--- config.mk ---
export PLATFORM = sky130hd
export DESIGN_NAME = stack_controller
export DESIGN_NICKNAME = d
export VERILOG_FILES = /design/src/rtl/stack_controller.sv
export SDC_FILE = /design/constraint.sdc
export NUM_CORES = 1
export LEC_CHECK = 0
export BUFFER_PORTS_ARGS = -buffer_cell sky130_fd_sc_hd__buf_2
export CELL_PAD_IN_SITES_DETAIL_PLACEMENT = 0
export CELL_PAD_IN_SITES_GLOBAL_PLACEMENT = 1
export CORE_UTILIZATION = 33
export CTS_BUF_LIST = sky130_fd_sc_hd__clkbuf_4 sky130_fd_sc_hd__clkbuf_8
export CTS_CLUSTER_SIZE = 14
export DETAILED_ROUTE_END_ITERATION = 10
export GPL_TIMING_DRIVEN = 0
export PLACE_DENSITY_LB_ADDON = 0.1
export SYNTH_ARGS = -nofsm -noshare
export SYNTH_HDL_FRONTEND = slang
export SYNTH_SLANG_ARGS = --single-unit
--- constraint.sdc ---
create_clock -name clk -period 2.66 [get_ports clk]
set_clock_uncertainty 0.1 [all_clocks]
set_input_delay 0 -clock clk [delete_from_list [all_inputs] [get_ports clk]]
set_output_delay 0 -clock clk [all_outputs]
set_load 0.05 [all_outputs]
--- src/rtl/stack_controller.sv ---
// stack_controller: push/pop/peek sequencer for the stack half of the data memory.
// Keeps the stack pointer (next free slot, empty-ascending), the occupancy count and the
// full/empty flags, and turns single-cycle command requests into memory write/read cycles.
//
// Optional feature macro: STACK_GUARD_EN
//   defined   : PUSH when full / POP or PEEK when empty is refused with rsp_err=1, 1 cycle after accept
//   undefined : no check, rsp_err stays 0, sp wraps and count saturates
//
// Ports
//   clk, rst                    clock, synchronous active-high reset
//   cmd_valid/ready/op/data     command request (op: 00 PUSH, 01 POP, 10 PEEK, 11 NOP)
//   rsp_valid/data/err          one-cycle completion pulse, read word, guard error
//   mem_address/data/write      data memory address, write data, write strobe
//   mem_stack                   data memory stack_use, high while a command is in flight
//   mem_rdata                   data memory read data (registered read)
//   sp, count, empty, full      stack pointer, occupancy and occupancy flags
module stack_controller #(
   parameter int unsigned DATA_WIDTH = 32,
   parameter int unsigned ADDR_WIDTH = 12
) (
   input  logic                  clk,
   input  logic                  rst,
   input  logic                  cmd_valid,
   output logic                  cmd_ready,
   input  logic [1:0]            cmd_op,
   input  logic [DATA_WIDTH-1:0] cmd_data,
   output logic                  rsp_valid,
   output logic [DATA_WIDTH-1:0] rsp_data,
   output logic                  rsp_err,
   output logic [ADDR_WIDTH-1:0] mem_address,
   output logic [DATA_WIDTH-1:0] mem_data,
   output logic                  mem_write,
   output logic                  mem_stack,
   input  logic [DATA_WIDTH-1:0] mem_rdata,
   output logic [ADDR_WIDTH-1:0] sp,
   output logic [ADDR_WIDTH:0]   count,
   output logic                  empty,
   output logic                  full
);

   localparam int unsigned CNT_WIDTH = ADDR_WIDTH + 1;
   localparam logic [CNT_WIDTH-1:0] DEPTH = {1'b1, {ADDR_WIDTH{1'b0}}};

   typedef enum logic [1:0] {
      OP_PUSH = 2'b00,
      OP_POP  = 2'b01,
      OP_PEEK = 2'b10,
      OP_NOP  = 2'b11
   } op_e;

   typedef enum logic [1:0] {
      S_IDLE    = 2'b00,
      S_WRITE   = 2'b01,
      S_READ    = 2'b10,
      S_CAPTURE = 2'b11
   } state_e;

   state_e                  state, state_n;
   logic                    is_pop, is_pop_n;
   logic [ADDR_WIDTH-1:0]   sp_n, addr_n;
   logic [CNT_WIDTH-1:0]    count_n;
   logic [DATA_WIDTH-1:0]   wdata_n, rsp_data_n;
   logic                    rsp_valid_n, rsp_err_n, mem_write_n, mem_stack_n;
   logic                    guard_hit;
   op_e                     op;

   assign op        = op_e'(cmd_op);
   assign cmd_ready = (state == S_IDLE);
   assign empty     = (count == '0);
   assign full      = (count == DEPTH);

   // State and registered outputs
   always_ff @(posedge clk) begin
      if (rst) begin
         state       <= S_IDLE;
         is_pop      <= 1'b0;
         sp          <= '0;
         count       <= '0;
         mem_address <= '0;
         mem_data    <= '0;
         mem_write   <= 1'b0;
         mem_stack   <= 1'b0;
         rsp_valid   <= 1'b0;
         rsp_data    <= '0;
         rsp_err     <= 1'b0;
      end else begin
         state       <= state_n;
         is_pop      <= is_pop_n;
         sp          <= sp_n;
         count       <= count_n;
         mem_address <= addr_n;
         mem_data    <= wdata_n;
         mem_write   <= mem_write_n;
         mem_stack   <= mem_stack_n;
         rsp_valid   <= rsp_valid_n;
         rsp_data    <= rsp_data_n;
         rsp_err     <= rsp_err_n;
      end
   end

   // Next-state and next-output logic
   always_comb begin
      state_n     = state;
      is_pop_n    = is_pop;
      sp_n        = sp;
      count_n     = count;
      addr_n      = mem_address;
      wdata_n     = mem_data;
      rsp_data_n  = rsp_data;
      rsp_valid_n = 1'b0;
      rsp_err_n   = 1'b0;
      mem_write_n = 1'b0;
      guard_hit   = 1'b0;

      unique case (state)
         S_IDLE: begin
            if (cmd_valid) begin
`ifdef STACK_GUARD_EN
               guard_hit = ((op == OP_PUSH) && full) ||
                           (((op == OP_POP) || (op == OP_PEEK)) && empty);
`endif
               if (guard_hit) begin
                  // Refused command: answer immediately, leave memory and pointers alone
                  rsp_valid_n = 1'b1;
                  rsp_data_n  = '0;
                  rsp_err_n   = 1'b1;
               end else begin
                  unique case (op)
                     OP_PUSH: begin
                        addr_n      = sp;
                        wdata_n     = cmd_data;
                        mem_write_n = 1'b1;
                        state_n     = S_WRITE;
                     end
                     OP_POP, OP_PEEK: begin
                        // Top of stack sits one below the next free slot
                        addr_n   = sp - ADDR_WIDTH'(1);
                        is_pop_n = (op == OP_POP);
                        state_n  = S_READ;
                     end
                     default: begin
                        rsp_valid_n = 1'b1;
                        rsp_data_n  = '0;
                     end
                  endcase
               end
            end
         end
         S_WRITE: begin
            sp_n        = sp + ADDR_WIDTH'(1);
            count_n     = full ? count : count + CNT_WIDTH'(1);
            rsp_valid_n = 1'b1;
            rsp_data_n  = '0;
            state_n     = S_IDLE;
         end
         S_READ: begin
            // Address held one full cycle for the memory's registered read
            state_n = S_CAPTURE;
         end
         S_CAPTURE: begin
            rsp_data_n  = mem_rdata;
            rsp_valid_n = 1'b1;
            if (is_pop) begin
               sp_n    = sp - ADDR_WIDTH'(1);
               count_n = empty ? count : count - CNT_WIDTH'(1);
            end
            state_n = S_IDLE;
         end
         default: state_n = S_IDLE;
      endcase

      mem_stack_n = (state_n != S_IDLE);
   end

endmodule

==> results of run 1 <==
[sequential cells by signal (all words and copies together) (netlist names)]
register and cells:
count 13, mem_stack 1, mem_write 1, rsp_data 32, rsp_valid 1, mem_data 32
state 2, sp 12, is_pop 1, mem_address 12
[layer usage]
metal,GRT usage,share of wire
met1,0.258,0.45
met2,0.334,0.47
met3,0.0369,0.052
met4,0.0896,0.023
met5,0,0
[logic make-up (layout without fill, tap and decap cells)]
| family | count (synthesis) | in the layout |
|---|---|---|
| AOI/OAI and AO/OA | 141 | 141 |
| xor gates and xnor gates | 26 | 26 |
| adders and majority gates | 7 | 7 |
| buffers and inverters | 64 | 323 |
| DFF | 107 | 107 |
| muxes | 4 | 4 |
| other | 1 | 2 |
| and+or+nand+nor | 247 | 247 |
[final cells by class]
| cell class | count | area share |
|---|---|---|
| Antenna cell | 1 | 0.000364 |
| Buffer | 53 | 0.0318 |
| Timing Repair Buffer | 248 | 0.232 |
| Inverter | 6 | 0.00327 |
| Sequential cell | 107 | 0.312 |
| Tap cell | 180 | 0.0327 |
| Clock inverter | 6 | 0.00800 |
| Multi-Input combinational cell | 426 | 0.360 |
| Clock buffer | 10 | 0.0200 |
[cells in the final DEF, fill, tap and decap left out, types with 4 or more instances in the layout]
cell type and instances:
a211oi_1 19, a21oi_1 46, a22oi_1 33, a31oi_1 4, and2_1 6, buf_1 7, buf_2 176, buf_4 6
clkbuf_1 42, clkbuf_8 10, dfxtp_1 105, dlygate4sd3_1 68, ha_1 7, inv_1 6, nand2_1 82, nand3_1 12
nand4_1 5, nor2_1 80, nor2b_1 5, nor3_1 15, nor4_1 6, o21ai_0 15, or2_2 4, or3_1 10
or4_1 4, xnor2_1 14, xor2_1 12
[per-stage QoR]
step                      cell area [µm²]  utilization
final                                6880        0.488
after global routing                 6880        0.488
after CTS                            6810        0.483
after detailed placement             5940        0.421
after global placement               5940        0.421
after floorplan                      4830            -
[power breakdown]
part / leakage, µW / switching [µW] / internal (µW)
clock: 0.0000929 / 629 / 385
sequential: 0.000869 / 30.8 / 1660
combinational: 0.00201 / 519 / 282
total: 0.00297 / 1180 / 2320
[worst max-delay path: cells and delay by family, from the launching register on]
family	cells	cell delay (ns)
adder cells (fa/ha/maj)	1	0.22
AND/OR/NAND/NOR	4	0.94
flip-flops	1	0.39
AO/OA/AOI/OAI	1	0.29
buffers and inverters	1	0.14
XOR/XNOR	2	0.28
[worst paths after layout]
path | from | end | slack, ns | cells past startpoint
worst max-delay path | state[1] | count[6] | 0.18 | 9
worst min-delay path | cmd_valid | rsp_data[25] | 0.07 | 4
worst max register to register | state[1] | count[6] | 0.18 | 9
worst min register to register | mem_data[27] | mem_data[27] | 0.36 | 2
[repair_timing]
action                     CTS  global route
hold buffers                68             0
pin swaps                    0             5
setup endpoints to repair    6             7
resized for setup            6             9
hold endpoints to repair    66             0
setup buffers                0             5
==> flow_summary.ini, run 1 <==
[synthesis]
syn_area_um2 = 4830
synthSimpleGateAreaFrac = 0.235
yosysWarnings = 0
syn_avg_cell_area_um2 = 8.10
yosys-top-cells-area = dfxtp_1 (44%), nand2_1 (6.4%), nor2_1 (6.2%)
syn-num-nets = 673
yosys.cell_types.count = 56
synth.mux.area_fraction = 0.00880
synth-compound-area-share = 0.195
synth_common_cells = dfxtp_1 (107), nand2_1 (82), nor2_1 (80)
ys_seq_area_frac = 0.443
ys_seq_elements = 107
synth_fa_ha_area_frac = 0.0181
ys.flop_type = dfxtp_1
yosys.area.top_type_share = 0.443
synth_cells = 597
synth_edf_count = 0
synthXorXnorAreaFrac = 0.0471
async_flop_share = 0
synth_top_family_by_area = simple AND/OR/NAND/NOR gates
synth_most_common_cell = dfxtp_1
yosys.area.top_type = dfxtp_1

[worst_setup_path]
end_kind = flip-flop
path_cells = nand2_1, buf_6, xnor2_1, ha_1, nand3b_1, or4_4, a221oi_2, xnor2_1, nor2_1
path_max_fanout = 7
worstSetupStartpointType = flip-flop
max_stage_delay_ns = 0.49
cp_common_cell = xnor2_1
arrival_ns = 2.65
cp_slowest_cell = or4_4
critPathKind = flip-flop to flip-flop
worst_ep_required_time_ns = 2.83

[sta]
setup_viol = 0
slew_headroom = 0.305
rsz0062_at_grt = no
hold_viol = 0
fmax_mhz = 403
final_max_slew_viol_count = 0
worst_slew_pin_slew_ns = 1.03
period_share = 0.933
setup_ws_ns = 0.177
period_needed_ns = 2.48
setup_tns_ns = 0
timing.hold.ws_ns = 0.0710

[drt]
wirelength_mm = 15.2
dr.pass1.iters = 4
vias = 5159
drc_errors = 0
routedWlPerCell_um = 14.7
routed_via_density = 4.97
drtAntennaViolNets = 0
dr.first_iter.drc_count = 227

[global_routing]
grt_pass1_vias = 4881
overflow = 0
grt.total_usage = 0.203
grt_max_degree = 20
antenna_found_initial = 0
grt_pass1_wl_mm = 23.9

[clock_tree]
cts_tree = done
h-tree-depth = 3
path_clk_slew_ns = 0.11
cts_buffer_depth = 2
clkLatencyLatePin_ns = 0.39
cts-root-buf = clkbuf_8
cts.sinks = 107
numCtsBuffers = 9

[placement]
gp_congestion = 0.860
dp.cells = 952
dpl_worst_slack_ns = -0.452
port_buffers = 175
place_hpwl_mm = 10.7

[floorplanning]
num_rows = 43
dieArea_um2 = 15100
start_util = 0.343
die_h_um = 123
io_pins = 177
core_um2 = 14100
die_width_um = 123

[pwr]
totalPowerFinal_uw = 3500
p_per_area_nw_per_um2 = 509
ir_drop_uv = 224
leakage_uw = 0.00297

[cells_and_area]
layout.nets = 927
multiInputGateArea_um2 = 2480
area_growth_pct = 42.3
seq_area_um2 = 2150
fill_cells = 1416
instances_no_fill = 1037
drive_above_1_share = 0.255

[job]
maxCapViolCount = 0

[min_path]
hold_path_class = primary input to flip-flop

[outcome]
status = finished, final reports clean
No activity file was read; power rests on OpenSTA's default activity.
==> run 2: changes to the inputs <==
ABC_AREA = 1   (was default)
CORE_UTILIZATION = 32   (was 33)
==> flow_summary.ini, run 2 <==
[clock_tree]
cts.sinks = 107
cts_tree = done
numCtsBuffers = 9
cts_resized = 0
cts-root-buf = clkbuf_8
cts_buffer_depth = 2
clkLatencyLatePin_ns = 0.39
path_clk_slew_ns = 0.11
h-tree-depth = 3

[global_routing]
use_met3 = 0.0623
grt_max_degree = 18
grt.total_usage = 0.215
grt-busiest-layer = met2
grt_pass1_wl_mm = 28.3
use_met2 = 0.357
overflow = 0
use_met1 = 0.263
antenna_found_initial = 0
grt_pass1_vias = 5841

[sta]
final_max_slew_viol_count = 0
period_needed_ns = 2.17
worst_slew_pin_slew_ns = 0.636
slew_headroom = 0.576
setup_viol = 0
setup_tns_ns = 0
period_share = 0.815
fmax_mhz = 461
rsz0062_at_grt = no
hold_viol = 0

[pwr]
leakage_uw = 0.00348
p_per_area_nw_per_um2 = 538
ir_drop_uv = 252

[drt]
drc_errors = 0
wirelength_mm = 17.6
vias = 5862
drtAntennaViolNets = 0
dr.pass1.iters = 5
routed_via_density = 4.76
dr.first_iter.drc_count = 213
routedWlPerCell_um = 14.2

[floorplanning]
num_rows = 46
io_pins = 177
die_h_um = 129
core_um2 = 15800
dieArea_um2 = 16700
die_width_um = 129
start_util = 0.327

[cells_and_area]
mostFrequentLayoutCell = nand2_1
largestRegisters = mem_data x32, rsp_data x32, count x13
layout.nets = 1088
antennaDiodeCount = 0
drive_above_1_share = 0.226
area_growth_pct = 39.9
final_area_um2 = 7240
layout_common_cells = nand2_1 (200), buf_2 (188), dfxtp_1 (107)

[worst_setup_path]
arrival_ns = 2.37
worstSetupStartpointType = flip-flop
critPathKind = flip-flop to flip-flop
end_kind = flip-flop
path_max_fanout = 19
worst_ep_required_time_ns = 2.86

[job]
maxCapViolCount = 0

[synthesis]
ys_seq_area_frac = 0.414
yosys.cell_types.count = 32
synth_most_common_cell = nand2_1
async_flop_share = 0
yosys-top-cells-area = dfxtp_1 (41%), nand2_1 (14%), a21oi_1 (10%)
yosys.area.top_type = dfxtp_1
ys.flop_type = dfxtp_1
syn_area_um2 = 5180
synth_common_cells = nand2_1 (200), dfxtp_1 (107), a21oi_1 (103)
ys_seq_elements = 107
syn-num-nets = 833
syn_avg_cell_area_um2 = 6.84
synth_edf_count = 0
yosysWarnings = 0
synth_cells = 757
yosys.area.top_type_share = 0.414

[placement]
place_hpwl_mm = 12.8
dpl_cell_area_um2 = 6320
gp_congestion = 0.847
port_buffers = 175

[min_path]
hold_path_class = primary input to flip-flop

[outcome]
status = finished, final reports clean
run 2: cell types whose count changed after synthesis, sizes merged, moves of 9 or more:
cell and delta:
nand2 +127, nand3 +74, inv +68, a21oi +56, nor2 -41, o21ai +34, a22oi -33, clkbuf -22
a211oi -14, xnor2 -13, nor3 -12, or3 -10, buf +9
run 2: metrics by stage:
stage          std cells   util  total power (µW)  hold slack, ns  worst slack, ns
3_3_place_gp        1148  0.400              2690           0.155            0.121
4_1_cts             1233  0.458              3940        0.000829            0.102
6_report            1232  0.458              3900          0.0128            0.492
5_1_grt             1232  0.458              4100          0.0298            0.236
3_5_place_dp        1148  0.400              2700           0.159            0.117
2_1_floorplan        757      -              2420          0.0482            0.614
run 2: cells by family after synthesis:
kind of cell | count (synthesis) | share of synthesized area
other | 1 | 0.000724
adders and majority gates | 7 | 0.0169
DFF | 107 | 0.414
and+or+nand+nor | 343 | 0.283
buffers and inverters | 119 | 0.0952
AOI/OAI and AO/OA | 167 | 0.168
xor gates and xnor gates | 13 | 0.0220
run 2: path summary, 6_finish.rpt:
path | from | slack (ns) | depth (start not counted) | endpoint
min reg2reg | rsp_data[9] | 0.37 | 2 | rsp_data[9]
max reg2reg | state[1] | 0.49 | 17 | count[8]
max | state[1] | 0.49 | 17 | count[8]
min | cmd_valid | 0.01 | 5 | mem_data[2]
run 2: layer usage:
metal / part of all wire / vias up
li1: - / 2973
met1: 0.44 / 2686
met2: 0.47 / 178
met3: 0.068 / 25
met4: 0.022 / 0
met5: 0 / -
run 2: cell type report:
cell class,count,area (µm²)
fill,1661,8580
multi-input combinational,531,2540
sequential,107,2140
timing repair buffer,245,1580
inverter,74,278
tap,216,270
buffer,44,211
clock buffer,10,138
clock inverter,5,85.1
run 2: worst max-delay path, cell delays in order (launching register included):
cell and delay, ns:
dfxtp_1 0.32, buf_6 0.14, nand2_4 0.10, buf_4 0.26, nand2_1 0.07, nand2_1 0.07
inv_1 0.04, ha_1 0.16, inv_1 0.05, nand2_1 0.14, nand2_1 0.12, nand2_2 0.08
nand3_1 0.13, nand2_1 0.06, nand2_1 0.05, nand3_1 0.06, nand2_1 0.07, inv_1 0.03
run 2: timing repair:
item | 4_1_cts | 5_1_grt
endpoints found under the setup margin | 0 | 4
hold buffers | 70 | 0
endpoints found under the hold margin | 70 | 0
buffers inserted | 0 | 0
run 2: where the power goes:
group,internal [µW],switching (µW)
clock,559,606
combinational,309,695
sequential,1670,55.4
==> run 3: changes to the inputs <==
clock period = 1.9 ns   (was 2.66 ns; I/O delays follow)
==> flow_summary.ini, run 3 (synthesis results as in run 2) <==
[drt]
drtAntennaViolNets = 0
wirelength_mm = 17.5
drc_errors = 0
routedWlPerCell_um = 14.0
routed_via_density = 4.66
dr.pass1.iters = 4
vias = 5830
dr.first_iter.drc_count = 211

[global_routing]
grt_max_degree = 22
use_met3 = 0.0619
grt-busiest-layer = met2
use_met1 = 0.263
use_met2 = 0.357
grt_pass1_wl_mm = 27.9
overflow = 0
grt.total_usage = 0.213
antenna_found_initial = 0
grt_pass1_vias = 5495

[outcome]
status = finished, final reports clean

[sta]
period_share = 0.942
setup_viol = 0
worst_slew_pin_slew_ns = 0.639
period_needed_ns = 1.79
rsz0062_at_grt = yes
fmax_mhz = 559
slew_headroom = 0.574
hold_viol = 0
final_max_slew_viol_count = 0

[worst_setup_path]
worst_ep_required_time_ns = 2.12
end_kind = flip-flop
worstSetupStartpointType = flip-flop
arrival_ns = 2.01
path_max_fanout = 3
critPathKind = flip-flop to flip-flop

[cells_and_area]
layout_common_cells = buf_2 (185), nand2_1 (183), a21oi_1 (102)
fill_cells = 1658
area_growth_pct = 47.4
fin_util = 0.482
antennaDiodeCount = 0
layout.nets = 1105
mostFrequentLayoutCell = buf_2
largestRegisters = mem_data x32, rsp_data x32, count x13
drive_above_1_share = 0.292

[clock_tree]
cts-root-buf = clkbuf_8
numCtsBuffers = 9
h-tree-depth = 3
cts.sinks = 107
cts_buffer_depth = 2
clkLatencyLatePin_ns = 0.39
path_clk_slew_ns = 0.12
cts_tree = done

[pwr]
p_seq_frac = 0.438
p_per_area_nw_per_um2 = 729
p_sw_uw = 2050
p_int_uw = 3510
pwr-share-clk = 0.288
switching_share = 0.369
totalPowerFinal_uw = 5560
combPwrFrac = 0.274
ir_drop_uv = 406
leakage_uw = 0.00359

[job]
maxCapViolCount = 0

[floorplanning]
start_util = 0.327
num_rows = 46
io_pins = 177
dieArea_um2 = 16700
core_um2 = 15800
die_width_um = 129
die_h_um = 129

[placement]
gp_congestion = 0.837
place_hpwl_mm = 12.7
port_buffers = 175

[min_path]
hold_path_class = primary input to flip-flop
[run 3: power groups by stage]
stage / clock network, µW / logic (µW) / registers, µW
after floorplan: 0 / 596 / 2800
after CTS: 1670 / 1450 / 2420
after detailed placement: 0 / 1310 / 2470
final: 1600 / 1530 / 2440
after global routing: 1730 / 1660 / 2450
after global placement: 0 / 1310 / 2480
[run 3: layer usage]
layer / vias to the layer above / wire [µm] / share of wire
met2: 169 / 8160 / 0.47
li1: 3009 / - / -
met4: 0 / 269 / 0.015
met1: 2635 / 7840 / 0.45
met5: - / 0 / 0
met3: 17 / 1250 / 0.072
[run 3: layout make-up]
| cell class | count | area, µm² | area share |
|---|---|---|---|
| multi-input cells | 531 | 2740 | 0.359 |
| well taps | 216 | 270 | 0.0354 |
| repair buffers | 265 | 1730 | 0.226 |
| plain buffers | 41 | 215 | 0.0282 |
| flip-flops and latches | 107 | 2160 | 0.283 |
| inverters | 74 | 293 | 0.0384 |
| clock buffers | 9 | 124 | 0.0162 |
| clock inverters | 7 | 98.8 | 0.0130 |
[run 3: critical path: stages (launching register included)]
cell and delay [ns]:
dfxtp_4 0.37, inv_2 0.07, ha_2 0.17, inv_1 0.07
nor2_4 0.15, nand2_4 0.09, nor3_4 0.23, buf_6 0.13
xor2_2 0.16, nand2_1 0.07, a31oi_1 0.13
[run 3: metrics by stage]
step / area [µm²] / TNS [ns] / setup slack (ns) / hold slack, ns / std cells
2_1_floorplan: 5190 / 0 / 0.00494 / 0.0482 / 757
3_3_place_gp: 6340 / -4.63 / -0.329 / 0.156 / 1148
3_5_place_dp: 6340 / -5.40 / -0.325 / 0.160 / 1148
4_1_cts: 7350 / 0 / 0.00508 / 0.256 / 1239
5_1_grt: 7630 / -0.0686 / -0.0326 / 0.264 / 1250
6_report: 7630 / 0 / 0.110 / 0.286 / 1250
[run 3: final timing paths]
check            endpoint     startpoint  slack, ns  depth (start not counted)
min          rsp_data[15]  mem_rdata[15]       0.29                          4
max                 sp[8]          sp[1]       0.11                         10
max reg2reg         sp[8]          sp[1]       0.11                         10
min reg2reg  rsp_data[24]   rsp_data[24]       0.37                          2
[run 3: repair_timing]
action                     4_1_cts  5_1_grt
setup endpoints to repair       56       68
gates resized for setup         18       72
hold endpoints to repair        71        0
hold buffers                    69        0
setup buffers                    7       14
pin swaps                        4       17
